==> src/rtl/mem_pkg.sv <==
// Shared types and constants for the MEM-stage memory access block.
package mem_pkg;

    typedef enum logic [1:0] {
        IDLE     = 2'd0,
        WAIT_ACK = 2'd1,
        DONE     = 2'd2
    } state_e;

    localparam int unsigned CTLM_BRANCH    = 2;
    localparam int unsigned CTLM_MEMREAD   = 1;
    localparam int unsigned CTLM_MEMWRITE  = 0;
    localparam int unsigned CTLWB_REGWRITE = 1;
    localparam int unsigned CTLWB_MEMTOREG = 0;

    localparam int unsigned CNT_W  = 8;
    localparam int unsigned XLEN   = 32;
    localparam int unsigned REG_AW = 5;

    typedef struct packed {
        logic [XLEN-1:0]   rdata;
        logic [XLEN-1:0]   alu_out;
        logic [REG_AW-1:0] rd;
        logic [1:0]        ctlwb;
        logic              bus_err;
        logic              align_err;
    } wb_t;

endpackage

==> src/rtl/mem_access_if.sv <==
// Data-memory request/ack bus between the MEM stage and the memory.
interface mem_access_if;
    import mem_pkg::*;

    logic            req;
    logic            we;
    logic [XLEN-1:0] addr;
    logic [XLEN-1:0] wdata;
    logic [XLEN-1:0] rdata;
    logic            ack;

    modport master (output req, output we, output addr, output wdata,
                    input  rdata, input ack);
    modport slave  (input  req, input we, input addr, input wdata,
                    output rdata, output ack);
endinterface

==> src/rtl/mem_wb_reg.sv <==
// MEM/WB pipeline register with load enable and synchronous active-low reset.
module mem_wb_reg
    import mem_pkg::*;
(
    input  logic clk,
    input  logic rst_n,
    input  logic load,
    input  wb_t  d,
    output wb_t  q
);

    always_ff @(posedge clk) begin
        if (!rst_n)    q <= '0;
        else if (load) q <= d;
    end

endmodule

==> src/rtl/mem_access.sv <==
// MEM stage: data-memory handshake FSM with timeout, branch resolve, WB register.
// Optional macro MEM_ALIGN_CHECK_EN: misaligned accesses skip the bus and flag WB_align_err.
module mem_access
    import mem_pkg::*;
#(
    parameter int unsigned TIMEOUT_CYCLES = 15
) (
    input  logic              clk,
    input  logic              rst_n,
    input  logic [XLEN-1:0]   MEM_bpc,
    input  logic [XLEN-1:0]   MEM_alu_out,
    input  logic [XLEN-1:0]   MEM_rd2,
    input  logic [1:0]        MEM_ctlwb,
    input  logic [2:0]        MEM_ctlm,
    input  logic              MEM_alu_zero,
    input  logic [REG_AW-1:0] MEM_rd,
    mem_access_if.master      dmem,
    output logic              stall,
    output logic              pcsrc,
    output logic [XLEN-1:0]   pc_target,
    output logic [XLEN-1:0]   WB_rdata,
    output logic [XLEN-1:0]   WB_alu_out,
    output logic [REG_AW-1:0] WB_rd,
    output logic [1:0]        WB_ctlwb,
    output logic              WB_bus_err,
    output logic              WB_align_err
);

    state_e            state_q, state_d;
    logic [CNT_W-1:0]  cnt_q, cnt_d;
    logic              req_q, req_d, we_q, we_d;
    logic [XLEN-1:0]   addr_q, addr_d, wdata_q, wdata_d, rdata_q, rdata_d;
    logic              bus_err_q, bus_err_d, align_err_q, align_err_d;
    logic              access, misalign, timeout, in_done;
    wb_t               wb_d, wb_q;

    assign access  = MEM_ctlm[CTLM_MEMREAD] | MEM_ctlm[CTLM_MEMWRITE];
    assign timeout = (cnt_q == CNT_W'(TIMEOUT_CYCLES - 1));
    assign in_done = (state_q == DONE);

`ifdef MEM_ALIGN_CHECK_EN
    assign misalign = access & (|MEM_alu_out[1:0]);
`else
    assign misalign = 1'b0;
`endif

    // State, counter and registered bus outputs.
    always_ff @(posedge clk) begin
        if (!rst_n) begin
            state_q     <= IDLE;
            cnt_q       <= '0;
            req_q       <= 1'b0;
            we_q        <= 1'b0;
            addr_q      <= '0;
            wdata_q     <= '0;
            rdata_q     <= '0;
            bus_err_q   <= 1'b0;
            align_err_q <= 1'b0;
        end else begin
            state_q     <= state_d;
            cnt_q       <= cnt_d;
            req_q       <= req_d;
            we_q        <= we_d;
            addr_q      <= addr_d;
            wdata_q     <= wdata_d;
            rdata_q     <= rdata_d;
            bus_err_q   <= bus_err_d;
            align_err_q <= align_err_d;
        end
    end

    // Next-state logic; ack beats a same-cycle timeout.
    always_comb begin
        state_d = state_q;
        unique case (state_q)
            IDLE:     if (misalign)          state_d = DONE;
                      else if (access)       state_d = WAIT_ACK;
            WAIT_ACK: if (dmem.ack || timeout) state_d = DONE;
            DONE:     state_d = IDLE;
            default:  state_d = IDLE;
        endcase
    end

    // Next values of registered outputs and captured response.
    always_comb begin
        cnt_d       = cnt_q;
        req_d       = req_q;
        we_d        = we_q;
        addr_d      = addr_q;
        wdata_d     = wdata_q;
        rdata_d     = rdata_q;
        bus_err_d   = bus_err_q;
        align_err_d = align_err_q;
        unique case (state_q)
            IDLE: begin
                cnt_d       = '0;
                rdata_d     = '0;
                bus_err_d   = 1'b0;
                align_err_d = misalign;
                if (access && !misalign) begin
                    req_d   = 1'b1;
                    we_d    = MEM_ctlm[CTLM_MEMWRITE];
                    addr_d  = {MEM_alu_out[XLEN-1:2], 2'b00};
                    wdata_d = MEM_rd2;
                end
            end
            WAIT_ACK: begin
                if (dmem.ack) begin
                    req_d   = 1'b0;
                    rdata_d = we_q ? '0 : dmem.rdata;
                end else if (timeout) begin
                    req_d     = 1'b0;
                    rdata_d   = '0;
                    bus_err_d = 1'b1;
                end else begin
                    cnt_d = cnt_q + CNT_W'(1);
                end
            end
            default: ;
        endcase
    end

    assign stall     = ((state_q == IDLE) && access) || (state_q == WAIT_ACK);
    assign pcsrc     = MEM_ctlm[CTLM_BRANCH] & MEM_alu_zero;
    assign pc_target = MEM_bpc;

    assign dmem.req   = req_q;
    assign dmem.we    = we_q;
    assign dmem.addr  = addr_q;
    assign dmem.wdata = wdata_q;

    // WB payload: captured response only in DONE, otherwise a plain pass-through.
    always_comb begin
        wb_d.rdata     = in_done ? rdata_q : '0;
        wb_d.alu_out   = MEM_alu_out;
        wb_d.rd        = MEM_rd;
        wb_d.ctlwb     = {MEM_ctlwb[CTLWB_REGWRITE] & ~(in_done & (bus_err_q | align_err_q)),
                          MEM_ctlwb[CTLWB_MEMTOREG]};
        wb_d.bus_err   = in_done & bus_err_q;
        wb_d.align_err = in_done & align_err_q;
    end

    mem_wb_reg u_wb_reg (
        .clk   (clk),
        .rst_n (rst_n),
        .load  (~stall),
        .d     (wb_d),
        .q     (wb_q)
    );

    assign WB_rdata     = wb_q.rdata;
    assign WB_alu_out   = wb_q.alu_out;
    assign WB_rd        = wb_q.rd;
    assign WB_ctlwb     = wb_q.ctlwb;
    assign WB_bus_err   = wb_q.bus_err;
    assign WB_align_err = wb_q.align_err;

endmodule

==> src/flat_wrapper.sv <==
// flat-port wrapper written by rule: the top's interface ports become plain ports
module mem_access_flat import mem_pkg::*;
#(
    parameter int unsigned TIMEOUT_CYCLES = 15
)
  (clk, rst_n, MEM_bpc, MEM_alu_out, MEM_rd2, MEM_ctlwb, MEM_ctlm, MEM_alu_zero, MEM_rd, stall, pcsrc, pc_target, WB_rdata, WB_alu_out, WB_rd, WB_ctlwb, WB_bus_err, WB_align_err, dmem_req, dmem_we, dmem_addr, dmem_wdata, dmem_rdata, dmem_ack);
  mem_access_if dmem_i ();
  input  logic clk;
  input  logic rst_n;
  input  logic [XLEN-1:0] MEM_bpc;
  input  logic [XLEN-1:0] MEM_alu_out;
  input  logic [XLEN-1:0] MEM_rd2;
  input  logic [1:0] MEM_ctlwb;
  input  logic [2:0] MEM_ctlm;
  input  logic MEM_alu_zero;
  input  logic [REG_AW-1:0] MEM_rd;
  output logic stall;
  output logic pcsrc;
  output logic [XLEN-1:0] pc_target;
  output logic [XLEN-1:0] WB_rdata;
  output logic [XLEN-1:0] WB_alu_out;
  output logic [REG_AW-1:0] WB_rd;
  output logic [1:0] WB_ctlwb;
  output logic WB_bus_err;
  output logic WB_align_err;
  output wire logic [$bits(dmem_i.req)-1:0] dmem_req;
  output wire logic [$bits(dmem_i.we)-1:0] dmem_we;
  output wire logic [$bits(dmem_i.addr)-1:0] dmem_addr;
  output wire logic [$bits(dmem_i.wdata)-1:0] dmem_wdata;
  input wire logic [$bits(dmem_i.rdata)-1:0] dmem_rdata;
  input wire logic [$bits(dmem_i.ack)-1:0] dmem_ack;
  assign dmem_req = dmem_i.req;
  assign dmem_we = dmem_i.we;
  assign dmem_addr = dmem_i.addr;
  assign dmem_wdata = dmem_i.wdata;
  assign dmem_i.rdata = dmem_rdata;
  assign dmem_i.ack = dmem_ack;
  mem_access #(.TIMEOUT_CYCLES(TIMEOUT_CYCLES)) u_core (.clk(clk), .rst_n(rst_n), .MEM_bpc(MEM_bpc), .MEM_alu_out(MEM_alu_out), .MEM_rd2(MEM_rd2), .MEM_ctlwb(MEM_ctlwb), .MEM_ctlm(MEM_ctlm), .MEM_alu_zero(MEM_alu_zero), .MEM_rd(MEM_rd), .dmem(dmem_i), .stall(stall), .pcsrc(pcsrc), .pc_target(pc_target), .WB_rdata(WB_rdata), .WB_alu_out(WB_alu_out), .WB_rd(WB_rd), .WB_ctlwb(WB_ctlwb), .WB_bus_err(WB_bus_err), .WB_align_err(WB_align_err));
endmodule
==> config.mk <==
export PLATFORM = sky130hd
export DESIGN_NAME = mem_access_flat
export DESIGN_NICKNAME = d
export VERILOG_FILES = /design/src/rtl/mem_pkg.sv /design/src/rtl/mem_access_if.sv /design/src/rtl/mem_wb_reg.sv /design/src/rtl/mem_access.sv /design/src/flat_wrapper.sv
export SDC_FILE = /design/constraint.sdc
export NUM_CORES = 1
export LEC_CHECK = 0
export ABC_AREA = 1
export BUFFER_PORTS_ARGS = -buffer_cell sky130_fd_sc_hd__buf_4
export CELL_PAD_IN_SITES_DETAIL_PLACEMENT = 0
export CELL_PAD_IN_SITES_GLOBAL_PLACEMENT = 1
export CORE_ASPECT_RATIO = 0.6
export CORE_UTILIZATION = 35
export DETAILED_ROUTE_END_ITERATION = 7
export MAX_ROUTING_LAYER = met4
export PLACE_DENSITY_LB_ADDON = 0.1
export SLEW_MARGIN = 20
export SYNTH_ARGS = -nofsm -noshare
export SYNTH_HDL_FRONTEND = slang
export SYNTH_HIERARCHICAL = 1
export SYNTH_SLANG_ARGS = --single-unit
==> constraint.sdc <==
create_clock -name clk -period 5.35 [get_ports clk]
set_input_delay 1.07 -clock clk [delete_from_list [all_inputs] [get_ports clk]]
set_output_delay 1.07 -clock clk [all_outputs]
set_load 0.02 [all_outputs]
**After elaboration in Yosys (flattened, before gate mapping)**

Cells that the tools add are included.
W data, S select, Z words.

- Register bits after elaboration: 179
- Output and inout port bits: 173
- Input bits: 142
- Word-level logic and storage cells: 57

- Bitwise operators: 5
- Add/subtract/negate cells: 1
- Equality and inequality tests: 9
- Muxes and demuxes: 18
- Reductions and logical operators: 11

Operators by type and width:

| operator | count |
|---|---|
| $mux W32 | 4 |
| $pmux W32 S2 | 1 |
| $mux W8 | 2 |
| $pmux W8 S2 | 1 |
| $reduce_and A3 Y1 | 3 |
| $add A8 B1 Y8 const B | 1 |
| $eq A8 B4 Y1 const B | 1 |
| $ne A2 B1 Y1 const B | 3 |
| $reduce_and A2 Y1 | 3 |
| $mux W1 | 5 |
| $mux W2 | 2 |
| $ne A2 B2 Y1 const B | 2 |
| $pmux W1 S2 | 2 |
| $pmux W2 S2 | 1 |
| $and A1 B1 Y1 | 3 |
| $ne A3 B2 Y1 const B | 1 |
| $eq A2 B1 Y1 const B | 1 |
| $eq A2 B2 Y1 const B | 1 |
| $logic_not A2 Y1 | 1 |
| $logic_or A1 B1 Y1 | 2 |
| $reduce_bool A2 Y1 | 1 |
| $logic_and A1 B1 Y1 | 1 |
| $not A1 Y1 | 1 |
| $or A1 B1 Y1 | 1 |

**Logic depth before layout (Yosys ltp)**

- Word-level depth: 4
- Mapped depth: 13
- Gate-level depth less buffers: 9

**Cells and area by module**

The synthesis kept the hierarchy.

By module, submodules not included:

| module | area each (um2) | times used | cells an instance | sequential area each (um2) |
|---|---|---|---|---|
| mem_access | 4459.3 | 1 | 618 | 2142.1 |
| mem_wb_reg | 3042.9 | 1 | 462 | 1461.4 |

**Worst setup path after synthesis**

No wires, ideal clock.

- Path type: input to output
- Start point: input port MEM_ctlm[0]
- End point: output port stall
- Data arrival time: 1.800 ns
- Stages on the path: 6
- Path buffers: 2
- Slack: 2.480 ns
- Cells stage by stage: nor2_1 > nor2_4 > inv_2 > buf_6 > buf_6 > nand2_1

- Longest elaborated chain between the ends: 3

RTL lines:

| element | RTL line | RTL |
|---|---|---|
| start: declaration | flat_wrapper.sv:14 | `input logic [2:0] MEM_ctlm;` |
| $or A1 B1 Y1 | mem_access.sv:37 | `assign access = MEM_ctlm[CTLM_MEMREAD] \| MEM_ctlm[CTLM_MEMWRITE];` |
| $logic_and A1 B1 Y1 | mem_access.sv:123 | `assign stall = ((state_q == IDLE) && access) \|\| (state_q == WAIT_ACK);` |
| $logic_or A1 B1 Y1 | mem_access.sv:123 |  |
| end: declaration | flat_wrapper.sv:17 | `output logic stall;` |

No other way between the ends.

**Worst setup path after layout**

Ends and elaborated chain as after synthesis.

==> qor.csv <==
stage;metric;value;unit
outcome;status;completed;
final_layout;finalInstanceArea;0.009861;mm²
timing;fin_ws;2464;ps
detailed_routing;drc;0;
placement;dp_hpwl;13740;µm
min_path;hold_start;u_core/rdata_q[0];
setup_path;max_stage_delay;240;ps
timing;slew_headroom;35.53;%
clock_network;cts_tree;yes;
synth;synth_cell_types;19;
detailed_routing;vias_per_cell;4.315;
setup_path;crit_buf_inv;3;
power;ir_drop;0.0002100;V
global_route;antenna_found_initial;0;
final_layout;final_cells;1556;
setup_path;worst_r2r_path_depth;10;
timing;finalCritPeriodShare;53.94;%
setup_path;required;4280;ps
min_path;min_to;u_core/rdata_q[0];
clock_network;cts_sinks;180;
detailed_routing;routed_wl;20880;µm
synth;yosysTopAreaCellShare;48.03;%
clock_network;postCtsSetupBuffers;0;
power;leakage;4.651;nW
detailed_routing;via_count;6714;
synth;synth_area_leaders;dfxtp_1 (48%), nor2_1 (16%), nand2_1 (12%), inv_1 (6.0%), o21ai_0 (4.5%);
clock_network;numCtsBuffers;17;
floorplanning;rows;41;
min_path;hold_path_depth;2;
final_layout;final_common_cell;nor2_1;
global_route;gr-total-overflow;0;
placement;pre_cts_slack;2293;ps
timing;setup_viol_count_final;0;
setup_path;cp.depth;6;
floorplanning;die_w;191.0;µm
timing;fmax;346.5;MHz
setup_path;crit_family;simple AND/OR/NAND/NOR gates;
timing;worst_pin_slew;967.1;ps
setup_path;critPathArrivalTime;1820;ps
placement;io_buffers;248;
floorplanning;core-area;0.02103;mm²
timing;hold_ws;460.1;ps
power;powerDensity;389.2;mW/mm²
final_layout;utilization;46.88;%
clock_network;htree_levels;4;
min_path;hold_class;reg2reg;
setup_path;cp-start-kind;input port;
final_layout;area_growth;31.44;%
placement;gp_congestion;0.7770;
setup_path;cp_max_fo;2;
timing;slew_viol_final;0;
clock_network;clk_root_buffer_cell;clkbuf_16;
final_layout;layout_common_cells;nor2_1 (316), buf_4 (256), nand2_1 (237), dfxtp_1 (180), inv_1 (118);
timing;setup_tns;0;ps
floorplanning;start_util;35.67;%
clock_network;path_clk_slew;60;ps
global_route;grt_max_degree;96;
placement;place_area;0.009148;mm²
timing;clock_skew;7.647;ps
final_layout;num-nets-final;1410;
clock_network;clock_latency;430;ps
final_layout;insertedDiodeCount;0;
setup_path;cp-end-kind;output port;
detailed_routing;drt_iter0_markers;356;
clock_network;ctsResizeCount;0;
detailed_routing;dr.pass1.iters;4;
final_layout;drive_above_1_share;23.10;%
floorplanning;dieArea;0.02204;mm²
synth;netlist_instances;1080;
synth;seq_area_frac_synth;48.03;%
timing;hold_viol;0;
setup_path;cpMostUsedCell;buf_4;
setup_path;path_class;in2out;
setup_path;r2r-start;u_core/state_q[1];
synth;yosys_register_bits;180;
clock_network;cts_buffer_depth;2;
floorplanning;io-pin-count;315;
setup_path;crit_chain;buf_4 -> nor2_1 -> nor2_4 -> inv_2 -> nand2_1 -> buf_4;
detailed_routing;wl_per_cell;13.42;µm
global_route;grt_pass1_vias;6361;
timing;rsz0062_at_grt;false;
detailed_routing;antenna_left;0;
synth;netlist_area;0.007502;mm²
power;finalPower;3.837;mW
setup_path;rr_endpoint;u_core/u_wb_reg/q[13];
placement;placed_cells;1526;
setup_path;r2r_slack;3100;ps
synth;syn_area_per_cell;6.946;µm²
timing;min_period;2886;ps
synth;yosys_warnings;6;
setup_path;critPathSlowestCell;nor2_1;
global_route;grt_pass1_wl;33080;µm
job;drv_cap;0;
synth;yosys.area.top_type;dfxtp_1;
clock_network;cts_hold_buf;0;
floorplanning;fp.dieH;115.4;µm
global_route;grt.total_usage;19.99;%
synth_stat cells:
master	number
inv_1	120
buf_2	13
xor2_1	1
ha_1	2
inv_2	4
nor2_4	4
nand4_1	2
o21ai_0	68
nand3_1	7
buf_6	18
nor2_1	316
nand2_1	237
clkbuf_1	22
nor2_8	1
dfxtp_1	180
conb_1	1
or2_2	1
buf_4	38
a21oi_1	45
state kept, by name (all words and copies together), names as in the netlist, 2 cells and up:
register / count
u_core/u_wb_reg/q: 73
u_core/state_q: 2
u_core/dmem.wdata: 32
u_core/dmem.addr: 30
u_core/cnt_q: 8
u_core/rdata_q: 32
power breakdown:
part	internal [mW]	switching, mW	total, mW
clock	1.01	0.522	1.53
sequential	1.47	0.0668	1.53
combinational	0.303	0.467	0.770
cell type report:
class | count | area (µm²)
clock inverter | 11 | 280.3
tap | 279 | 349.1
clock buffer | 19 | 432.9
inverter | 124 | 467.9
timing repair buffer | 256 | 1922
multi-input combinational | 687 | 2805
sequential | 180 | 3603
fill | 2177 | 11170
worst min-delay path: stages, from the launching register on:
cell and delay (ps):
dfxtp_1 310, nand2_1 60, a21oi_1 50
routing by layer:
metal,GRT usage [%],routed length [µm]
met1,24.92,9978
met2,29.03,8747
met3,7.906,1756
met4,7.093,394
met5,-,0
cell families (layout without fill, tap and decap cells):
group,Yosys count,in the layout,share of synthesized area [%]
flip-flops,180,180,48.03
AO/OA/AOI/OAI,113,113,7.538
AND/OR/NAND/NOR,568,568,29.25
adder cells (fa/ha/maj),2,2,0.3335
other,1,3,0.04999
XOR/XNOR,1,1,0.1168
buffers and inverters,215,410,14.68
how the worst max path moves through the flow:
stage,end,start
after detailed placement,u_core/u_wb_reg/q[6],MEM_ctlm[0]
after global placement,u_core/u_wb_reg/q[66],MEM_ctlm[0]
after global routing,stall,MEM_ctlm[0]
final,stall,MEM_ctlm[0]
after floorplan,stall,MEM_ctlm[0]
after CTS,stall,MEM_ctlm[0]
Power figures use the tool's default switching activity.
